**config.mk**
```make
export PLATFORM = sky130hd
export DESIGN_NAME = sync_fifo_rd_stream_flat
export DESIGN_NICKNAME = d
export VERILOG_FILES = /design/src/rtl/sync_fifo_rd_stream_if.sv /design/src/rtl/sync_fifo_rd_stream.sv /design/src/flat_wrapper.sv
export SDC_FILE = /design/constraint.sdc
export NUM_CORES = 1
export LEC_CHECK = 0
export ABC_AREA = 1
export BUFFER_PORTS_ARGS = -buffer_cell sky130_fd_sc_hd__clkbuf_2
export CORE_MARGIN = 2
export CORE_UTILIZATION = 57
export CTS_CLUSTER_DIAMETER = 80
export DETAILED_ROUTE_END_ITERATION = 10
export GPL_ROUTABILITY_DRIVEN = 0
export PLACE_DENSITY = 0.93
export SYNTH_ARGS = -nofsm -noshare
export SYNTH_HDL_FRONTEND = slang
export SYNTH_SLANG_ARGS = --single-unit
```
**constraint.sdc**
```tcl
create_clock -name clk -period 3.35 [get_ports clk]
set_input_delay 0.335 -clock clk [delete_from_list [all_inputs] [get_ports clk]]
set_output_delay 0.335 -clock clk [all_outputs]
set_load 0.02 [all_outputs]
```
**src/rtl/sync_fifo_rd_stream_if.sv**
```systemverilog
// FIFO read-port and output-stream signals of sync_fifo_rd_stream.
// master = the stream engine, slave = the FIFO/consumer environment.
interface sync_fifo_rd_stream_if #(
  parameter int DATA_WIDTH = 8,
  parameter int CNT_WIDTH  = 16
);
  logic                  en;
  logic                  fifo_empty;
  logic                  fifo_r_en;
  logic [DATA_WIDTH-1:0] fifo_data_out;
  logic                  m_valid;
  logic                  m_ready;
  logic [DATA_WIDTH-1:0] m_data;
  logic                  m_last;
  logic [CNT_WIDTH-1:0]  xfer_count;
  logic                  busy;

  modport master (
    input  en, fifo_empty, fifo_data_out, m_ready,
    output fifo_r_en, m_valid, m_data, m_last, xfer_count, busy
  );

  modport slave (
    output en, fifo_empty, fifo_data_out, m_ready,
    input  fifo_r_en, m_valid, m_data, m_last, xfer_count, busy
  );
endinterface

```
**src/rtl/sync_fifo_rd_stream.sv**
```systemverilog
// Pops a 1-cycle-latency sync FIFO into a valid/ready stream: 2 cycles pop-to-valid, 1 word/clk sustained.
// A 2-entry skid buffer absorbs m_ready stalls; m_last bursts enabled by SYNC_FIFO_RD_STREAM_LAST_EN.
module sync_fifo_rd_stream #(
  parameter int DATA_WIDTH = 8,
  parameter int CNT_WIDTH  = 16,
  parameter int BURST_LEN  = 4
) (
  input  logic                  clk,
  input  logic                  rst,
  sync_fifo_rd_stream_if.master bus
);

  logic [1:0]            occ_q, occ_d;
  logic                  inflight_q;
  logic                  head_q, tail_q;
  logic [DATA_WIDTH-1:0] buf_q [2];
  logic [CNT_WIDTH-1:0]  xfer_q;
  logic                  pop_out;
  logic [2:0]            level;

  if (BURST_LEN < 1) begin : g_bad_burst_len
    $error("BURST_LEN must be at least 1");
  end

  assign pop_out = bus.m_valid & bus.m_ready;

  // Words owed to the buffer after this edge; a pop is only issued if it still fits.
  assign level = {1'b0, occ_q} + {2'b00, inflight_q} - {2'b00, pop_out};
  assign occ_d = level[1:0];

  assign bus.fifo_r_en  = ~rst & bus.en & ~bus.fifo_empty & (level < 3'd2);
  assign bus.m_valid    = (occ_q != 2'd0);
  assign bus.m_data     = buf_q[head_q];
  assign bus.xfer_count = xfer_q;
  assign bus.busy       = (occ_q != 2'd0) | inflight_q;

  always_ff @(posedge clk or posedge rst) begin
    if (rst) begin
      occ_q      <= 2'd0;
      inflight_q <= 1'b0;
      head_q     <= 1'b0;
      tail_q     <= 1'b0;
      buf_q[0]   <= '0;
      buf_q[1]   <= '0;
      xfer_q     <= '0;
    end else begin
      inflight_q <= bus.fifo_r_en;
      occ_q      <= occ_d;
      if (inflight_q) begin
        buf_q[tail_q] <= bus.fifo_data_out;
        tail_q        <= ~tail_q;
      end
      if (pop_out) begin
        head_q <= ~head_q;
        xfer_q <= xfer_q + CNT_WIDTH'(1);
      end
    end
  end

`ifdef SYNC_FIFO_RD_STREAM_LAST_EN
  localparam int BW = (BURST_LEN > 1) ? $clog2(BURST_LEN) : 1;
  localparam logic [BW-1:0] LAST_IDX = BW'(BURST_LEN - 1);

  logic [BW-1:0] burst_q;

  // Counter only moves on a handshake, so m_last stays aligned with m_data through stalls.
  always_ff @(posedge clk or posedge rst) begin
    if (rst) begin
      burst_q <= '0;
    end else if (pop_out) begin
      burst_q <= (burst_q == LAST_IDX) ? '0 : burst_q + BW'(1);
    end
  end

  assign bus.m_last = bus.m_valid & (burst_q == LAST_IDX);
`else
  assign bus.m_last = 1'b0;
`endif

endmodule

```
**src/flat_wrapper.sv**
```systemverilog
// flat-port wrapper written by rule: the top's interface ports become plain ports
module sync_fifo_rd_stream_flat 
#(
  parameter int DATA_WIDTH = 8,
  parameter int CNT_WIDTH  = 16,
  parameter int BURST_LEN  = 4
)
  (clk, rst, bus_en, bus_fifo_empty, bus_fifo_data_out, bus_m_ready, bus_fifo_r_en, bus_m_valid, bus_m_data, bus_m_last, bus_xfer_count, bus_busy);
  sync_fifo_rd_stream_if #(.DATA_WIDTH(DATA_WIDTH), .CNT_WIDTH(CNT_WIDTH)) bus_i ();
  input  logic clk;
  input  logic rst;
  input wire logic [$bits(bus_i.en)-1:0] bus_en;
  input wire logic [$bits(bus_i.fifo_empty)-1:0] bus_fifo_empty;
  input wire logic [$bits(bus_i.fifo_data_out)-1:0] bus_fifo_data_out;
  input wire logic [$bits(bus_i.m_ready)-1:0] bus_m_ready;
  output wire logic [$bits(bus_i.fifo_r_en)-1:0] bus_fifo_r_en;
  output wire logic [$bits(bus_i.m_valid)-1:0] bus_m_valid;
  output wire logic [$bits(bus_i.m_data)-1:0] bus_m_data;
  output wire logic [$bits(bus_i.m_last)-1:0] bus_m_last;
  output wire logic [$bits(bus_i.xfer_count)-1:0] bus_xfer_count;
  output wire logic [$bits(bus_i.busy)-1:0] bus_busy;
  assign bus_i.en = bus_en;
  assign bus_i.fifo_empty = bus_fifo_empty;
  assign bus_i.fifo_data_out = bus_fifo_data_out;
  assign bus_i.m_ready = bus_m_ready;
  assign bus_fifo_r_en = bus_i.fifo_r_en;
  assign bus_m_valid = bus_i.m_valid;
  assign bus_m_data = bus_i.m_data;
  assign bus_m_last = bus_i.m_last;
  assign bus_xfer_count = bus_i.xfer_count;
  assign bus_busy = bus_i.busy;
  sync_fifo_rd_stream #(.DATA_WIDTH(DATA_WIDTH), .CNT_WIDTH(CNT_WIDTH), .BURST_LEN(BURST_LEN)) u_core (.clk(clk), .rst(rst), .bus(bus_i));
endmodule
```
==> results.ini <==
[power_and_ir_drop]
switching_share=0.3979
total_power_uw=1630
irDropWorstVdd_uv=491.0
switchingPower_uw=648.5
power.internal_uw=981.5
pwr-share-comb=0.410
power.density_nw_per_um2=784.8
p_clk_frac=0.140
seqPwrFrac=0.450
cellLeakagePower_uw=0.001140

[synth]
synth.most_common_cell=nand2_1
syn_nets=219
synth_top_cell_area_share=0.5171
synth-seq-cells=37
synth_top_cell_by_area=dfrtp_1
ys.flop_type=dfrtp_1
synth_area_leaders=dfrtp_1, nand2_1, inv_1
synth_edf_count=0
synth_commonest_cells=nand2_1, dfrtp_1, inv_1
ys_types=24
netlist_area_um2=1790
syn_area_per_cell_um2=8.864
synth_warnings=0
async_flop_share=1.000
netlist_instances=202
yosysSeqAreaShare=0.5171

[detailed_routing]
drtPass1Iterations=4
antenna_left=0
drc_errors=0
routedWlPerCell_um=11.11
avgViaCountPerCell=4.819
num_vias=1388
drt_iter0_markers=52
totalWireLength_mm=3.200

[cells_and_area]
nets=261
layout-drive-gt1-share=0.2459
syn_to_final_growth_pct=16.00
fill_cells=247
num_antenna_cells=0

[critical_path]
r2r_cells=7
cp.depth=8
cp_max_fo=6
slowest_delay_ps=470
r2r_setup_slack_ps=1140
cp_slowest_cell=fa_1
arrival_ps=2650
rr_endpoint=u_core.inflight_q$_DFF_PP0_
end_kind=primary output
cp_num_buf_inv=2
timing.rr.start=u_core.occ_q[1]$_DFF_PP0_
worstSetupPathType=reg2out
crit_top_cell=ha_1
required_ps=3010
cp_top_family=adder cells
crit_path_start_kind=flop
path_cells=nor2_2, nor2_8, ha_1, inv_1, ha_1, fa_1, nor4_1, clkbuf_2

[cts]
clkSinkCount=37
cts_setup_buffers=0
htreeDepth=2
hold_buffers=0
ctsResizeCount=0
insertion_delay_ps=330
clkSlewWorstSetupHoldPaths_ps=100
cts_buffers=5
clockBufferDepth=2
root_buffer=clkbuf_4
cts_tree=built

[global_route]
antenna_found_initial=0
grt_pass1_vias=1344
grt_max_degree=38
grt_overflow=0
globalRouteTotalUtil=0.2144
grt_pass1_wl_mm=5.671

[sta]
relSlewSlack=0.6485
min_period_over_period=0.8925
max_freq_mhz=334.5
setup_violations=0
tightest_slew_ps=527.3
fin_skew_ps=6.028
fin_crit_ps=2990
rsz0062_at_grt=false
hold_violations=0
report.final.slew_viol_count=0
tns_ps=0

[floorplan]
rows=20
die_h_um=60.05
core_area_um2=3028
die_w_um=60.05
ios=41
start_util=0.5913
die-area_um2=3605

[worst_hold_path]
hold_class=in2async

[run_status]
status=finished clean

[placement]
io_buffers=39
hpwlAfterDp_mm=2.448

[run]
max_cap_violations=0

==> metal layers <==
| metal | global-route usage | up-vias | share of wire |
|---|---|---|---|
| met5 | 0 | - | 0 |
| met4 | 0.07937 | 0 | 0.015 |
| met3 | 0.05411 | 6 | 0.041 |
| met2 | 0.3571 | 34 | 0.48 |
| met1 | 0.2690 | 643 | 0.46 |
| li1 | - | 705 | - |
==> stage by stage <==
stage	hold WS (ps)	std cells	worst slack, ps	instance area (um2)	utilization
final	143.8	288	360.2	2077	0.6860
after global routing	149.1	288	229.7	2077	0.6860
after CTS	148.0	288	342.5	2077	0.6860
after detailed placement	468.9	281	731.5	2022	0.6678
after global placement	460.3	281	814.9	2022	0.6678
after floorplan	447.6	202	624.1	1790	-
==> logic make-up (layout without fill, tap and decap cells) <==
group	after synthesis	in the layout	share of synthesized area
flip-flops	37	37	0.5171
buffers and inverters	38	80	0.08386
multiplexers	8	8	0.05032
XOR/XNOR	11	11	0.05381
AO/OA/AOI/OAI	19	19	0.05311
adder cells (fa/ha/maj)	4	4	0.03215
other	1	1	0.002094
AND/OR/NAND/NOR	84	84	0.2076
==> tightest hold or removal path: cells and delay by family <==
family	cells	cell delay [ps]
buffers and inverters	3	580
==> how the worst max path moves through the flow <==
stage	to	startpoint	slack, ps
after floorplan	bus_fifo_r_en	u_core.occ_q[1]$_DFF_PP0_	620
after global placement	bus_fifo_r_en	u_core.occ_q[1]$_DFF_PP0_	810
after detailed placement	bus_fifo_r_en	u_core.occ_q[1]$_DFF_PP0_	730
after CTS	bus_fifo_r_en	u_core.occ_q[1]$_DFF_PP0_	340
after global routing	bus_fifo_r_en	u_core.occ_q[1]$_DFF_PP0_	230
final	bus_fifo_r_en	u_core.occ_q[1]$_DFF_PP0_	360
==> layout make-up <==
cell class | count | area (um2) | share of cell area
timing repair buffer | 40 | 202.7 | 0.09759
inverter | 33 | 123.9 | 0.05964
sequential | 37 | 925.9 | 0.4458
multi-input combinational | 127 | 714.4 | 0.3440
clock buffer | 7 | 55.05 | 0.02651
tap | 44 | 55.05 | 0.02651
==> cell usage in the layout (no fill, tap or decap), types with 3 or more instances in the layout <==
cell and count:
nand2_1 53, clkbuf_2 39, dfrtp_1 37, inv_1 33, nor2_1 11, o21ai_0 10
o21ai_1 9, nand3_1 8, mux2_2 8, xor2_1 6, xnor2_1 5, clkbuf_4 5
nor2_2 3, nor3_1 3, ha_1 3
==> sequential cells by signal, indices dropped and copies added, names as in the netlist <==
signal	count
u_core.buf_q	16
u_core.bus.xfer_count	16
u_core.occ_q	2
u_core.head_q	1
u_core.inflight_q	1
u_core.tail_q	1
==> power groups by stage <==
stage	registers [uW]	clock network (uW)	logic [uW]
after global placement	732	0	653
after global routing	751	255	750
after floorplan	735	0	481
after CTS	731	237	680
after detailed placement	738	0	677
final	733	229	668
Note: power is estimated with default switching activity, not from simulation.
